--- src/rtl/systolic_pkg.sv ---
// Shared types and defaults for the systolic array sequencer.
package systolic_pkg;

    localparam int N_DEF  = 4;
    localparam int AW_DEF = 7;
    localparam int KW_DEF = 7;

    typedef enum logic [1:0] {
        ST_IDLE,
        ST_CLEAR,
        ST_RUN,
        ST_WRITE
    } state_e;

    // Start of a lane's row/column inside its bank; callers truncate to AW bits.
    function automatic logic [31:0] lane_offset(input logic [31:0] lane, input logic [31:0] k);
        return lane * k;
    endfunction

endpackage

--- src/rtl/seq_lane_gen.sv ---
// One skewed operand lane: lane r reads element (c - r) of its K-word row/column.
module seq_lane_gen
    import systolic_pkg::*;
#(
    parameter int AW = AW_DEF,
    parameter int KW = KW_DEF,
    parameter int CW = KW_DEF + 2
) (
    input  logic [CW-1:0] c,
    input  logic [CW-1:0] lane,
    input  logic [KW-1:0] k_len,
    input  logic [AW-1:0] base,
    output logic [AW-1:0] addr,
    output logic          vld
);

    logic [AW-1:0] offset;
    logic [AW-1:0] step;

    assign offset = AW'(lane_offset(32'(lane), 32'(k_len)));
    assign step   = AW'(c - lane);
    assign vld    = (c >= lane) && (c < lane + CW'(k_len));
    assign addr   = vld ? (base + offset + step) : '0;

endmodule

--- src/rtl/systolic_seq_ctrl.sv ---
// Job sequencer for an N x N output-stationary systolic array: FSM, run counter,
// skewed A/B read lanes and anti-diagonal PE enables, all outputs registered.
module systolic_seq_ctrl
    import systolic_pkg::*;
#(
    parameter int N  = N_DEF,
    parameter int AW = AW_DEF,
    parameter int KW = KW_DEF
) (
    input  logic            clk,
    input  logic            rst_n,
    input  logic            start,
    input  logic            abort,
    input  logic [KW-1:0]   k_len,
    input  logic [AW-1:0]   base_a,
    input  logic [AW-1:0]   base_b,
    output logic            busy,
    output logic            done,
    output logic            err,
    output logic [N*AW-1:0] rd_addr_a,
    output logic [N-1:0]    rd_vld_a,
    output logic [N*AW-1:0] rd_addr_b,
    output logic [N-1:0]    rd_vld_b,
    output logic [2*N-2:0]  pe_en,
    output logic            pe_clr,
    output logic            c_wr_en
);

    localparam int CW = KW + 2;
    localparam int ND = 2 * N - 1;

    state_e            state_q, state_d;
    logic [CW-1:0]     c_q, c_d;
    logic [KW-1:0]     k_q, k_d;
    logic [AW-1:0]     base_a_q, base_a_d, base_b_q, base_b_d;
    logic              busy_q, busy_d, done_q, done_d, err_q, err_d;
    logic              pe_clr_q, pe_clr_d, c_wr_en_q, c_wr_en_d;
    logic [N*AW-1:0]   rd_addr_a_q, rd_addr_a_d, rd_addr_b_q, rd_addr_b_d;
    logic [N-1:0]      rd_vld_a_q, rd_vld_a_d, rd_vld_b_q, rd_vld_b_d;
    logic [ND-1:0]     pe_en_q, pe_en_d;

    logic [AW-1:0]     lane_addr_a [N];
    logic [AW-1:0]     lane_addr_b [N];
    logic [N-1:0]      lane_vld_a, lane_vld_b;
    logic [CW-1:0]     last_c;
    logic              run_d;

    // Lanes see next-cycle counter values so their results land in the output flops.
    for (genvar r = 0; r < N; r++) begin : g_lane
        seq_lane_gen #(.AW(AW), .KW(KW), .CW(CW)) u_lane_a (
            .c     (c_d),
            .lane  (CW'(r)),
            .k_len (k_d),
            .base  (base_a_d),
            .addr  (lane_addr_a[r]),
            .vld   (lane_vld_a[r])
        );
        seq_lane_gen #(.AW(AW), .KW(KW), .CW(CW)) u_lane_b (
            .c     (c_d),
            .lane  (CW'(r)),
            .k_len (k_d),
            .base  (base_b_d),
            .addr  (lane_addr_b[r]),
            .vld   (lane_vld_b[r])
        );
    end

    assign last_c = CW'(k_q) + CW'(2 * N - 2);

    always_comb begin
        // NOTE: every signal gets a default first so no path can infer a latch.
        state_d  = state_q;
        c_d      = c_q;
        k_d      = k_q;
        base_a_d = base_a_q;
        base_b_d = base_b_q;
        done_d   = 1'b0;
        err_d    = 1'b0;

        case (state_q)
            ST_IDLE: begin
                if (start && !abort) begin
                    if (k_len != '0) begin
                        k_d      = k_len;
                        base_a_d = base_a;
                        base_b_d = base_b;
                        state_d  = ST_CLEAR;
                    end else begin
                        err_d = 1'b1;
                    end
                end
            end
            ST_CLEAR: begin
                c_d     = '0;
                state_d = ST_RUN;
            end
            ST_RUN: begin
                if (c_q == last_c) state_d = ST_WRITE;
                else               c_d     = c_q + CW'(1);
            end
            ST_WRITE: begin
                state_d = ST_IDLE;
                done_d  = 1'b1;
            end
            default: state_d = ST_IDLE;
        endcase

        if (abort && state_q != ST_IDLE) begin
            state_d = ST_IDLE;
            c_d     = '0;
            done_d  = 1'b0;
        end

        run_d     = (state_d == ST_RUN);
        busy_d    = (state_d != ST_IDLE);
        pe_clr_d  = (state_d == ST_CLEAR);
        c_wr_en_d = (state_d == ST_WRITE);

        rd_addr_a_d = '0;
        rd_addr_b_d = '0;
        rd_vld_a_d  = '0;
        rd_vld_b_d  = '0;
        for (int r = 0; r < N; r++) begin
            rd_vld_a_d[r] = run_d && lane_vld_a[r];
            rd_vld_b_d[r] = run_d && lane_vld_b[r];
            if (rd_vld_a_d[r]) rd_addr_a_d[r*AW +: AW] = lane_addr_a[r];
            if (rd_vld_b_d[r]) rd_addr_b_d[r*AW +: AW] = lane_addr_b[r];
        end

        // Diagonal d sees its first operands one cycle after lane d issues (read latency).
        pe_en_d = '0;
        for (int d = 0; d < ND; d++) begin
            pe_en_d[d] = run_d && (c_d >= CW'(d + 1)) && (c_d <= CW'(d) + CW'(k_d));
        end
    end

    always_ff @(posedge clk) begin
        if (!rst_n) begin
            state_q     <= ST_IDLE;
            c_q         <= '0;
            k_q         <= '0;
            base_a_q    <= '0;
            base_b_q    <= '0;
            busy_q      <= 1'b0;
            done_q      <= 1'b0;
            err_q       <= 1'b0;
            pe_clr_q    <= 1'b0;
            c_wr_en_q   <= 1'b0;
            rd_addr_a_q <= '0;
            rd_addr_b_q <= '0;
            rd_vld_a_q  <= '0;
            rd_vld_b_q  <= '0;
            pe_en_q     <= '0;
        end else begin
            // NOTE: non-blocking so every flop samples pre-edge values regardless of order.
            state_q     <= state_d;
            c_q         <= c_d;
            k_q         <= k_d;
            base_a_q    <= base_a_d;
            base_b_q    <= base_b_d;
            busy_q      <= busy_d;
            done_q      <= done_d;
            err_q       <= err_d;
            pe_clr_q    <= pe_clr_d;
            c_wr_en_q   <= c_wr_en_d;
            rd_addr_a_q <= rd_addr_a_d;
            rd_addr_b_q <= rd_addr_b_d;
            rd_vld_a_q  <= rd_vld_a_d;
            rd_vld_b_q  <= rd_vld_b_d;
            pe_en_q     <= pe_en_d;
        end
    end

    assign busy      = busy_q;
    assign done      = done_q;
    assign err       = err_q;
    assign pe_clr    = pe_clr_q;
    assign c_wr_en   = c_wr_en_q;
    assign rd_addr_a = rd_addr_a_q;
    assign rd_addr_b = rd_addr_b_q;
    assign rd_vld_a  = rd_vld_a_q;
    assign rd_vld_b  = rd_vld_b_q;
    assign pe_en     = pe_en_q;

endmodule

--- config.mk ---
export PLATFORM = sky130hd
export DESIGN_NAME = systolic_seq_ctrl
export DESIGN_NICKNAME = d
export VERILOG_FILES = /design/src/rtl/systolic_pkg.sv /design/src/rtl/seq_lane_gen.sv /design/src/rtl/systolic_seq_ctrl.sv
export SDC_FILE = /design/constraint.sdc
export NUM_CORES = 1
export LEC_CHECK = 0
export ABC_AREA = 0
export CAP_MARGIN = 25
export CORE_UTILIZATION = 61
export CTS_CLUSTER_DIAMETER = 60
export CTS_CLUSTER_SIZE = 40
export DETAILED_ROUTE_END_ITERATION = 16
export GPL_ROUTABILITY_DRIVEN = 0
export PLACE_DENSITY = 0.86
export SYNTH_ARGS = -nofsm -noshare
export SYNTH_HDL_FRONTEND = slang
export SYNTH_SLANG_ARGS = --single-unit
--- constraint.sdc ---
create_clock -name clk -period 18 [get_ports clk]
set_input_delay 3.6 -clock clk [delete_from_list [all_inputs] [get_ports clk]]
set_output_delay 3.6 -clock clk [all_outputs]
set_load 0.02 [all_outputs]
==> key figures, run 1 <==
Run status
  • Status: finished, final reports clean

Drt
  • DR WL/cell: 18.62 um
  • 1st-pass router iterations: 7
  • Via Count: ~7200
  • Iteration-0 DRC Markers: 627
  • Post-DR vias/cell: 5.936
  • Final wirelength: around 23 mm
  • DRC: 0
  • Antenna-violating nets left: 0

Place
  • PortBufs: 100
  • Placed inst area: 9781 um2
  • Detailed Place HPWL: 16.99 mm
  • Placed Instances: 1194

CTS
  • CTS buffer count: 9
  • Setup Fix Bufs, Post-CTS: 0
  • Clock-pin slew on the worst setup and hold paths: 0.07 ns
  • Clk buf depth: 2
  • CTS tree: done
  • Clock sinks: 104
  • H-tree Lvls: 3
  • Hold buffers post-CTS: 0
  • Root Driver: clkbuf_16
  • Worst-skew pair later-pin latency: 0.36 ns
  • # resized after CTS: 0

Cells and area
  • Final nets: 1201
  • ANT cells: 0
  • Final std cells w/o fill: 1210
  • Area grow syn2layout: 16.80%
  • Filler Cells Inserted: 967
  • Fin area: 10080 um2
  • Fraction of layout cells with a size suffix above 1: 6.408%

Floorplanning
  • Chip width: 121.0 um
  • Die Height: 121.0 um
  • Core footprint: about 14000 um2
  • Initial Utilization: 62.42%
  • # rows: 43
  • Total Die Area: 14630 um2
  • I/O Pins: 101

Synth
  • Sequential cell area fraction in the yosys report: 24.12%
  • #FFs+latches synth: 104
  • EDFF count, synth: 0
  • Leading area contributor after synthesis: dfxtp_1
  • Top-count cell post-synth: ha_1
  • Top cells by area, synth: dfxtp_1, ha_1, fa_1, xnor2_1, inv_1
  • Synth Flop Type: dfxtp_1
  • Yosys top cell area share: 24.12%
  • Synth Cell Area: roughly 8600 um2
  • Synthesized Nets: ~1100
  • Asr flop ratio synth: 0%
  • Mean post-synth cell area: between 9 and 10 um2
  • Top post-synthesis cells by count: ha_1, dfxtp_1, inv_1, xnor2_1, nor2_1
  • Synth Warn #: 0
  • Cells after Synth: about 930
  • Synth cell types: a little over 80

Min path
  • Hold path cells: 2
  • Worst Hold Class: reg -> reg

Global routing
  • Gr ovfl total: 0
  • Largest net degree at the start of global routing: 35
  • Antenna violations before repair: 0
  • Vias in the first global route: 7175
  • GRT Util Overall: 32.19%
  • First-pass GRT wire length: 36.09 mm

STA
  • Max-slew violations: 0
  • RSZ-0062 raised after global routing: no
  • Post-Route Setup TNS: 0 ns
  • Layout Skew: 0.005510 ns
  • Slew at the pin closest to its max-slew limit: 1.036 ns
  • FMAX: 0.1163 GHz
  • Hold Fails Final Rpt: 0
  • Min cycle time layout: roughly 8.6 ns
  • Max-slew headroom: 30.69%
  • Final setup viols: 0
  • WHS: 0.5412 ns
  • Final worst path period share: 47.75%

Power and ir drop
  • Max rail drop VDD: 0.04886 mV
  • Pwr per Cell Area: 84.32 nW/um2
  • Leak: 4.804 nW

Setup path
  • Worst path required time: 18.30 ns
  • Worst-path fanout max: 21
  • Critical path depth: 22
  • Crit-path cells: clkdlybuf4s50_1 -> and3b_1 -> nand2_1 -> buf_4 -> a22oi_1 -> buf_4 -> inv_1 -> ha_1 -> fa_1 -> nor2b_1 -> o21ai_0 -> nand2b_1 -> xor2_1 -> inv_1 -> fa_1 -> inv_1 -> ha_1 -> a21oi_1 -> xor2_1 -> xnor2_1 -> xnor3_1 -> nor2b_1
  • Most used cell, CP: inv_1
  • Startpoint types: input pin
  • Crit path max-delay family: adder cells
  • Worst setup path class: in -> reg
  • Worst Path Buf+Inv: 6
  • Worst R2R Path Depth: 22
  • Arrival @ worst endpoint: 8.90 ns
  • Slowest cell delay on critical path: 0.50 ns
  • CP Capture Type: flip-flop
  • CP max stage cell: fa_1

Job
  • Max capacitance violation total: 0
## through the flow
step | util [%] | total power, mW | setup slack, ns
after global placement | 70.68 | 0.6305 | 9.219
final | 72.91 | 0.8500 | 9.405
after global routing | 72.91 | 0.9042 | 9.043
after CTS | 72.91 | 0.8465 | 9.472
after detailed placement | 70.74 | 0.6450 | 9.113
after floorplan | - | 0.5487 | 9.587
## cell usage in the layout, fill, tap and decap left out, types with 26 or more instances in the layout
cell type and n:
xor2_1 27, nor2b_1 28, nand2_1 49, and2_1 31
clkdlybuf4s50_1 100, fa_1 39, a21o_1 29, nor2_1 50
dfxtp_1 104, xnor2_1 60, ha_1 112, o21a_1 26
inv_1 103, a21oi_1 35
## sequential cells by signal, indices dropped and copies added, names as in the netlist
signal and count:
done 1, rd_addr_a 28, state_q 2, c_q 9
pe_en 7, rd_vld_b 4, busy 1, pe_clr 1
base_a_q 7, base_b_q 7, rd_addr_b 28, err 1
c_wr_en 1, k_q 7
## layout make-up
type	count	area, um2	area share, %
clock buffers	10	239.0	2.371
clock inverters	6	61.31	0.6082
inverters	105	394.1	3.910
multi-input cells	693	5988	59.40
flip-flops and latches	104	2082	20.65
well taps	180	225.2	2.234
repair buffers	112	1091	10.82
## kinds of logic (layout without fill, tap and decap cells)
family	after synthesis	count (layout)	share of synthesized area, %
muxes	17	17	2.160
AOI/OAI and AO/OA	163	163	13.34
xor gates and xnor gates	93	93	10.39
DFF	104	104	24.12
adders and majority gates	153	153	25.51
buffers and inverters	135	233	6.495
and+or+nand+nor	267	267	17.98
## worst register-to-register path: cells and delay by family, from the launching register on
family / cells / cell delay [ns]
adders and majority gates: 4 / 1.39
AOI/OAI and AO/OA: 5 / 1.12
xor gates and xnor gates: 6 / 1.28
DFF: 1 / 0.50
buffers and inverters: 3 / 0.53
and+or+nand+nor: 4 / 1.09
## where the power goes
group	internal, mW	switching [mW]	total (mW)	leakage, nW
registers	0.237	0.00445	0.242	0.841
logic	0.179	0.231	0.410	3.82
clock network	0.101	0.0968	0.198	0.144
total	0.518	0.332	0.850	4.80
## final timing paths
check | from | end | slack (ns)
max | abort | rd_addr_b[27] | 9.40
min | base_b_q[5] | base_b_q[5] | 0.54
max reg2reg | k_q[1] | rd_addr_b[13] | 12.03
min reg2reg | base_b_q[5] | base_b_q[5] | 0.54
## layer usage
| metal | GRT usage (%) | routed length, um | vias to the layer above |
|---|---|---|---|
| met2 | 52.00 | 10530 | 369 |
| met1 | 40.77 | 9187 | 3404 |
| li1 | - | - | 3335 |
| met5 | 0 | 0 | - |
| met3 | 6.673 | 1948 | 75 |
| met4 | 15.74 | 866 | 0 |
Note: power is estimated with default switching activity, not from simulation.
==> run 2: changes to the inputs <==
- CORE_UTILIZATION: 61 -> 58
- PLACE_DENSITY: 0.86 -> 0.82
- clock period: 18 -> 8 ns (I/O delays scaled with it)
==> run 2 against run 1 <==
Clock power is 120% higher. Sequential power up 120%. First-iteration DRC count fell by 7.2%. Sequential share of layout area is 0.084 points lower. Cell count grew 0.83%. Core utilization down 3.3 points. Worst setup slack lost 7.8 ns. Clock-buffer cell count shrank 1. Non-clock buffer count rose by 6. Clock skew is essentially flat. Combinational power increased by 120%. Critical path type unchanged. Largest cell class unchanged.
==> key figures, run 2 (synthesis gave the netlist of run 1 again) <==
Cells and area
  • Fraction of layout cells with a size suffix above 1: 6.950% (was 6.408%)
  • Area grow syn2layout: 17.28% (was 16.80%)
  • Final nets: 1207 (was 1201)
  • Most frequent cells in the layout: ha_1, dfxtp_1, inv_1 (unchanged)
  • ANT cells: 0 (unchanged)
  • Final std cells w/o fill: 1220 (was 1210)
  • Most common cell after layout, fill and taps aside: ha_1 (unchanged)

Floorplanning
  • Initial Utilization: 59.38% (was 62.42%)
  • Total Die Area: 15370 um2 (was 14630 um2)
  • Chip width: 124.0 um (was 121.0 um)
  • Core footprint: 14530 um2 (was 13830 um2)
  • I/O Pins: 101 (unchanged)
  • Die Height: 124.0 um (was 121.0 um)
  • # rows: 44 (was 43)

Global routing
  • Vias in the first global route: 7039 (was 7175)
  • GRT Util Overall: 31.63% (was 32.19%)
  • Routing usage on met3: 7.051% (was 6.673%)
  • GR peak layer: met2 (unchanged)
  • Antenna violations before repair: 0 (unchanged)
  • Routing usage on met1: 39.04% (was 40.77%)
  • Met2 usage: 51.81% (was 52.00%)
  • Gr ovfl total: 0 (unchanged)
  • First-pass GRT wire length: 36.02 mm (was 36.09 mm)
  • Largest net degree at the start of global routing: 35 (unchanged)

Power and ir drop
  • Pwr per Cell Area: 187.9 nW/um2 (was 84.32 nW/um2)
  • Overall Power: 1.902 mW (was 0.8500 mW)
  • Leak: 4.831 nW (was 4.804 nW)
  • Max rail drop VDD: 0.1108 mV (was 0.04886 mV)

CTS
  • Root Driver: clkbuf_16 (unchanged)
  • Worst-skew pair later-pin latency: 0.36 ns (about the same)
  • Clk buf depth: 2 (unchanged)
  • Hold buffers post-CTS: 0 (unchanged)
  • Clock sinks: 104 (unchanged)
  • H-tree Lvls: 3 (unchanged)
  • CTS buffer count: 9 (unchanged)
  • # resized after CTS: 0 (unchanged)
  • Clock-pin slew on the worst setup and hold paths: 0.08 ns (was 0.07 ns)
  • CTS tree: done (unchanged)
  • Setup Fix Bufs, Post-CTS: 0 (unchanged)

STA
  • Post-Route Setup TNS: 0 ns (unchanged)
  • Final setup viols: 0 (unchanged)
  • FMAX: approximately 0.16 GHz
  • RSZ-0062 raised after global routing: no (unchanged)
  • Final worst path period share: approximately four fifths
  • Max-slew headroom: 24.00% (was 30.69%)
  • Slew at the pin closest to its max-slew limit: 1.136 ns (was 1.036 ns)
  • Min cycle time layout: 6.423 ns
  • Layout Skew: 0.005839 ns (was 0.005510 ns)
  • Hold Fails Final Rpt: 0 (unchanged)
  • WHS: 0.5455 ns (was 0.5412 ns)
  • Max-slew violations: 0 (unchanged)

Setup path
  • RR Endpoint: rd_addr_b[27] (was rd_addr_b[13])
  • Worst-path fanout max: 20 (was 21)
  • Worst path required time: 8.30 ns (was 18.30 ns)
  • Worst setup path class: in -> reg (unchanged)
  • Startpoint types: input pin (unchanged)
  • Crit Reg-Reg Startpoint: k_q[1] (unchanged)
  • Worst Setup SP: k_len[3] (was abort)
  • R2R Setup Slk: 2.21 ns (was 12.03 ns)
  • Setup crit end: rd_addr_b[27] (unchanged)
  • Arrival @ worst endpoint: 6.73 ns (was 8.90 ns)
  • Worst R2R Path Depth: 22 (unchanged)
  • CP Capture Type: flip-flop (unchanged)

Drt
  • Post-DR vias/cell: 5.907 (was 5.936)
  • Iteration-0 DRC Markers: 582 (was 627)
  • Antenna-violating nets left: 0 (unchanged)
  • DR WL/cell: 18.89 um (was 18.62 um)
  • DRC: 0 (unchanged)
  • 1st-pass router iterations: 5 (was 7)
  • Via Count: 7207 (was 7183)
  • Final wirelength: 23.05 mm (was 22.53 mm)

Place
  • Detailed Place HPWL: 17.80 mm (was 16.99 mm)
  • Placed Instances: 1203 (was 1194)
  • PortBufs: 100 (unchanged)

Min path
  • HP Start: base_b_q[6] (was base_b_q[5])
  • Worst Hold Class: reg -> reg (unchanged)

Job
  • Max capacitance violation total: 0 (unchanged)

Run status
  • Status: finished, final reports clean (unchanged)
-- run 2: changes by cell type in the layout (fill, tap and decap cells not counted) --
cell | previous run | this run
buf_4 | 12 | 18
clkbuf_8 | 1 | 0
clkinv_2 | 0 | 1
-- run 2: layout make-up --
| class | instances | area (um2) |
|---|---|---|
| clock buffer | 9 | 225.2 |
| clock inverter | 7 | 66.31 |
| fill | 1116 | 4412 |
| inverter | 105 | 394.1 |
| multi-input combinational | 693 | 5988 |
| sequential | 104 | 2082 |
| tap | 184 | 230.2 |
| timing repair buffer | 118 | 1136 |
-- run 2: worst max-delay path: stages --
cell	delay, ns
clkdlybuf4s50_1	0.44
nor4_1	0.42
nand2_1	0.20
nand2_1	0.13
buf_4	0.31
a22oi_1	0.11
buf_4	0.22
inv_1	0.35
ha_1	0.42
a21oi_1	0.08
o21bai_1	0.22
xor2_1	0.26
inv_1	0.09
fa_1	0.48
inv_1	0.05
ha_1	0.32
a21o_1	0.16
a21oi_1	0.18
xor2_1	0.19
xnor2_1	0.15
xnor3_1	0.23
nor2b_1	0.11
-- run 2: worst min path at each step --
stage / to / slack, ns / cells after the start
final: base_b_q[6] / 0.55 / 2
after global routing: base_a_q[6] / 0.58 / 2
after CTS: base_b_q[6] / 0.54 / 2
after detailed placement: base_b_q[6] / 0.53 / 2
after global placement: base_b_q[6] / 0.51 / 2
after floorplan: base_a_q[6] / 0.50 / 2
-- run 2: metrics by stage --
stage / cell area (um2) / worst slack (ns) / utilization [%]
finish: 10120 / 1.577 / 69.65
detailed placement: 9823 / 1.298 / 67.59
global placement: 9823 / 1.475 / 67.59
global route: 10120 / 1.233 / 69.65
floorplan: 8631 / 1.587 / -
CTS: 10110 / 1.650 / 69.59
-- run 2: routing by layer --
layer | up-vias | share of wire (%)
met1 | 3400 | 40
met5 | - | 0
li1 | 3349 | -
met3 | 88 | 8.9
met2 | 370 | 47
met4 | 0 | 3.8
-- run 2: report_power, final --
group	switching, mW	total, mW	internal, mW	leakage [nW]
registers	0.00953	0.543	0.534	0.841
clock network	0.222	0.440	0.218	0.141
logic	0.512	0.919	0.407	3.85
total	0.743	1.90	1.16	4.83
==> run 3: changes to the inputs <==
- clock period: 8 -> 5.96 ns (I/O delays scaled with it)
==> run 3 against run 2 <==
Sequential cell count did not move. Combinational power rose by 35%. Clock-buffer cell count stayed put. Via count increased by 0.57%. Register-to-register slack worse by 1.6 ns. Core utilization rose by 1.2 points. Worst setup slack got worse by 1.2 ns. Design area grew 1.7%. Die area unchanged. Sequential share of layout area fell by 0.35 points.
==> key figures, run 3 (synthesis gave the netlist of run 1 again) <==
STA
  • Max-slew violations: 0 (unchanged)
  • Post-Route Setup TNS: 0 ns (unchanged)
  • Slew at the pin closest to its max-slew limit: 0.9781 ns (was 1.136 ns)
  • Hold Fails Final Rpt: 0 (unchanged)
  • FMAX: 0.1783 GHz
  • Max-slew headroom: 34.57% (was 24.00%)
  • Final setup viols: 0 (unchanged)
  • WHS: 0.5401 ns (was 0.5455 ns)
  • Final worst path period share: 94.10%
  • Layout Skew: 0.009331 ns (was 0.005839 ns)
  • Min cycle time layout: around 5.6 ns
  • RSZ-0062 raised after global routing: no (unchanged)

Floorplanning
  • # rows: 44 (unchanged)
  • Total Die Area: 15370 um2 (unchanged)
  • Chip width: 124.0 um (unchanged)
  • Initial Utilization: 59.38% (unchanged)
  • Die Height: 124.0 um (unchanged)
  • Core footprint: 14530 um2 (unchanged)
  • I/O Pins: 101 (unchanged)

Setup path
  • Arrival @ worst endpoint: 5.90 ns (was 6.73 ns)
  • Crit-path cells: clkdlybuf4s50_1 -> nor2b_1 -> a21oi_1 -> nand2_1 -> or4_1 -> nand3_2 -> inv_1 -> ha_1 -> nand2_1 -> nand2_1 -> xor2_1 -> fa_1 -> inv_1 -> ha_1 -> a21oi_1 -> o21bai_1 -> a21oi_1 -> xnor2_1 -> xnor2_1 -> xnor3_1 -> nor2_1 (was clkdlybuf4s50_1 -> nor4_1 -> nand2_1 -> nand2_1 -> buf_4 -> a22oi_1 -> buf_4 -> inv_1 -> ha_1 -> a21oi_1 -> o21bai_1 -> xor2_1 -> inv_1 -> fa_1 -> inv_1 -> ha_1 -> a21o_1 -> a21oi_1 -> xor2_1 -> xnor2_1 -> xnor3_1 -> nor2b_1)
  • Crit Reg-Reg Startpoint: k_q[1] (unchanged)
  • Worst R2R Path Depth: 22 (unchanged)
  • Worst setup path class: in -> reg (unchanged)
  • Worst path required time: 6.25 ns (was 8.30 ns)
  • Worst-path fanout max: 10 (was 20)
  • Startpoint types: input pin (unchanged)
  • CP max stage cell: clkdlybuf4s50_1 (was fa_1)
  • Slowest cell delay on critical path: 0.50 ns (was 0.48 ns)
  • RR Endpoint: rd_addr_b[13] (was rd_addr_b[27])
  • R2R Setup Slk: 0.65 ns (was 2.21 ns)
  • CP Capture Type: flip-flop (unchanged)

Drt
  • Iteration-0 DRC Markers: 577 (was 582)
  • Post-DR vias/cell: 5.826 (was 5.907)
  • Antenna-violating nets left: 0 (unchanged)
  • Final wirelength: 23.14 mm (was 23.05 mm)
  • 1st-pass router iterations: 6 (was 5)
  • Via Count: 7248 (was 7207)
  • DRC: 0 (unchanged)
  • DR WL/cell: 18.60 um (was 18.89 um)

CTS
  • Clk buf depth: 2 (unchanged)
  • Clock-pin slew on the worst setup and hold paths: 0.07 ns (was 0.08 ns)
  • H-tree Lvls: 3 (unchanged)
  • Clock sinks: 104 (unchanged)
  • Root Driver: clkbuf_16 (unchanged)
  • CTS tree: done (unchanged)
  • Hold buffers post-CTS: 0 (unchanged)
  • Worst-skew pair later-pin latency: 0.36 ns (about the same)
  • Setup Fix Bufs, Post-CTS: 0 (unchanged)
  • CTS buffer count: 9 (unchanged)

Global routing
  • Vias in the first global route: 7063 (was 7039)
  • GRT Util Overall: 31.41% (was 31.63%)
  • First-pass GRT wire length: 35.67 mm (was 36.02 mm)
  • Gr ovfl total: 0 (unchanged)
  • GR peak layer: met2 (unchanged)
  • Largest net degree at the start of global routing: 35 (unchanged)
  • Antenna violations before repair: 0 (unchanged)
  • Routing usage on met3: 5.357% (was 7.051%)
  • Routing usage on met1: 40.45% (was 39.04%)
  • Met2 usage: 51.39% (was 51.81%)

Power and ir drop
  • Clock network fraction of total power: 22.4% (was 23.1%)
  • Int Power: 1.561 mW (was 1.159 mW)
  • Sequential power share: 28.7% (was 28.6%)
  • Max rail drop VDD: 0.1612 mV (was 0.1108 mV)
  • Sw Ratio: 38.66% (was 39.06%)
  • Leak: 4.944 nW (was 4.831 nW)
  • Total net switching power: 0.9836 mW (was 0.7429 mW)
  • Pwr per Cell Area: 247.1 nW/um2 (was 187.9 nW/um2)
  • Comb pwr share: 48.9% (was 48.3%)

Cells and area
  • Fraction of layout cells with a size suffix above 1: 9.245% (was 6.950%)
  • Area grow syn2layout: 19.31% (was 17.28%)
  • Filler Cells Inserted: 1123 (was 1116)
  • ANT cells: 0 (unchanged)
  • Most frequent cells in the layout: ha_1, dfxtp_1, inv_1 (unchanged)
  • Final nets: 1231 (was 1207)
  • Most common cell after layout, fill and taps aside: ha_1 (unchanged)

Min path
  • Hold EP: base_a_q[6] (was base_b_q[6])
  • Hold path cells: 2 (unchanged)
  • HP Start: base_a_q[6] (was base_b_q[6])
  • Worst Hold Class: reg -> reg (unchanged)

Run status
  • Status: finished, final reports clean (unchanged)

Job
  • Max capacitance violation total: 0 (unchanged)

Place
  • PortBufs: 100 (unchanged)
  • Detailed Place HPWL: 18.03 mm (was 17.80 mm)
## run 3: cell count changes in the layout (fill, tap and decap cells not counted), sizes merged
cell      delta
buf         +24
clkinvlp     +1
inv          -1
## run 3: final cells by class
type | count | area [um2] | area share, %
Inverter | 105 | 394.1 | 3.827
Clock buffer | 9 | 225.2 | 2.187
Timing Repair Buffer | 142 | 1316 | 12.78
Clock inverter | 7 | 53.80 | 0.5225
Sequential cell | 104 | 2082 | 20.22
Multi-Input combinational cell | 693 | 5996 | 58.23
Tap cell | 184 | 230.2 | 2.236
## run 3: worst max path at each step
| stage | depth (start not counted) | start | endpoint | slack [ns] |
|---|---|---|---|---|
| after global routing | 21 | abort | rd_addr_a[13] | 0.02 |
| after detailed placement | 21 | abort | rd_addr_b[13] | 0.03 |
| after floorplan | 19 | abort | rd_addr_b[27] | 0.02 |
| final | 21 | abort | rd_addr_a[13] | 0.35 |
| after CTS | 21 | abort | rd_addr_a[13] | 0.39 |
| after global placement | 21 | abort | rd_addr_b[13] | 0.11 |
## run 3: what timing repair did
item | 4_1_cts | 5_1_grt
endpoints found under the setup margin | 0 | 1
resized for setup | 0 | 1
hold endpoints to repair | 0 | 0
## run 3: metrics by stage
stage | std cells | power [mW] | utilization [%] | cell area (um2) | worst slack, ns
after floorplan | 932 | 1.658 | - | 8636 | 0.01863
after global placement | 1228 | 1.935 | 68.91 | 10020 | 0.1055
after detailed placement | 1228 | 1.967 | 68.91 | 10020 | 0.03139
after CTS | 1244 | 2.545 | 70.83 | 10290 | 0.3888
after global routing | 1244 | 2.719 | 70.85 | 10300 | 0.01664
final | 1244 | 2.544 | 70.85 | 10300 | 0.3516
## run 3: power groups by stage
stage / clock network, mW / registers, mW / logic [mW]
3_5_place_dp: 0 / 0.746 / 1.22
6_report: 0.571 / 0.730 / 1.24
4_1_cts: 0.575 / 0.730 / 1.24
5_1_grt: 0.603 / 0.732 / 1.39
2_1_floorplan: 0 / 0.755 / 0.902
3_3_place_gp: 0 / 0.745 / 1.19
## run 3: routing by layer
| layer | wire length [um] | part of all wire (%) |
|---|---|---|
| met1 | 9641 | 42 |
| met2 | 10640 | 46 |
| met3 | 2036 | 8.8 |
| met4 | 815 | 3.5 |
| met5 | 0 | 0 |
## run 3: worst max-delay path: cells and delay by family
kind	cells	cell delay [ns]
xor+xnor	4	0.88
simple gates	7	1.29
compound gates	4	0.92
fa+ha+maj	3	0.93
buf+inv	3	0.66
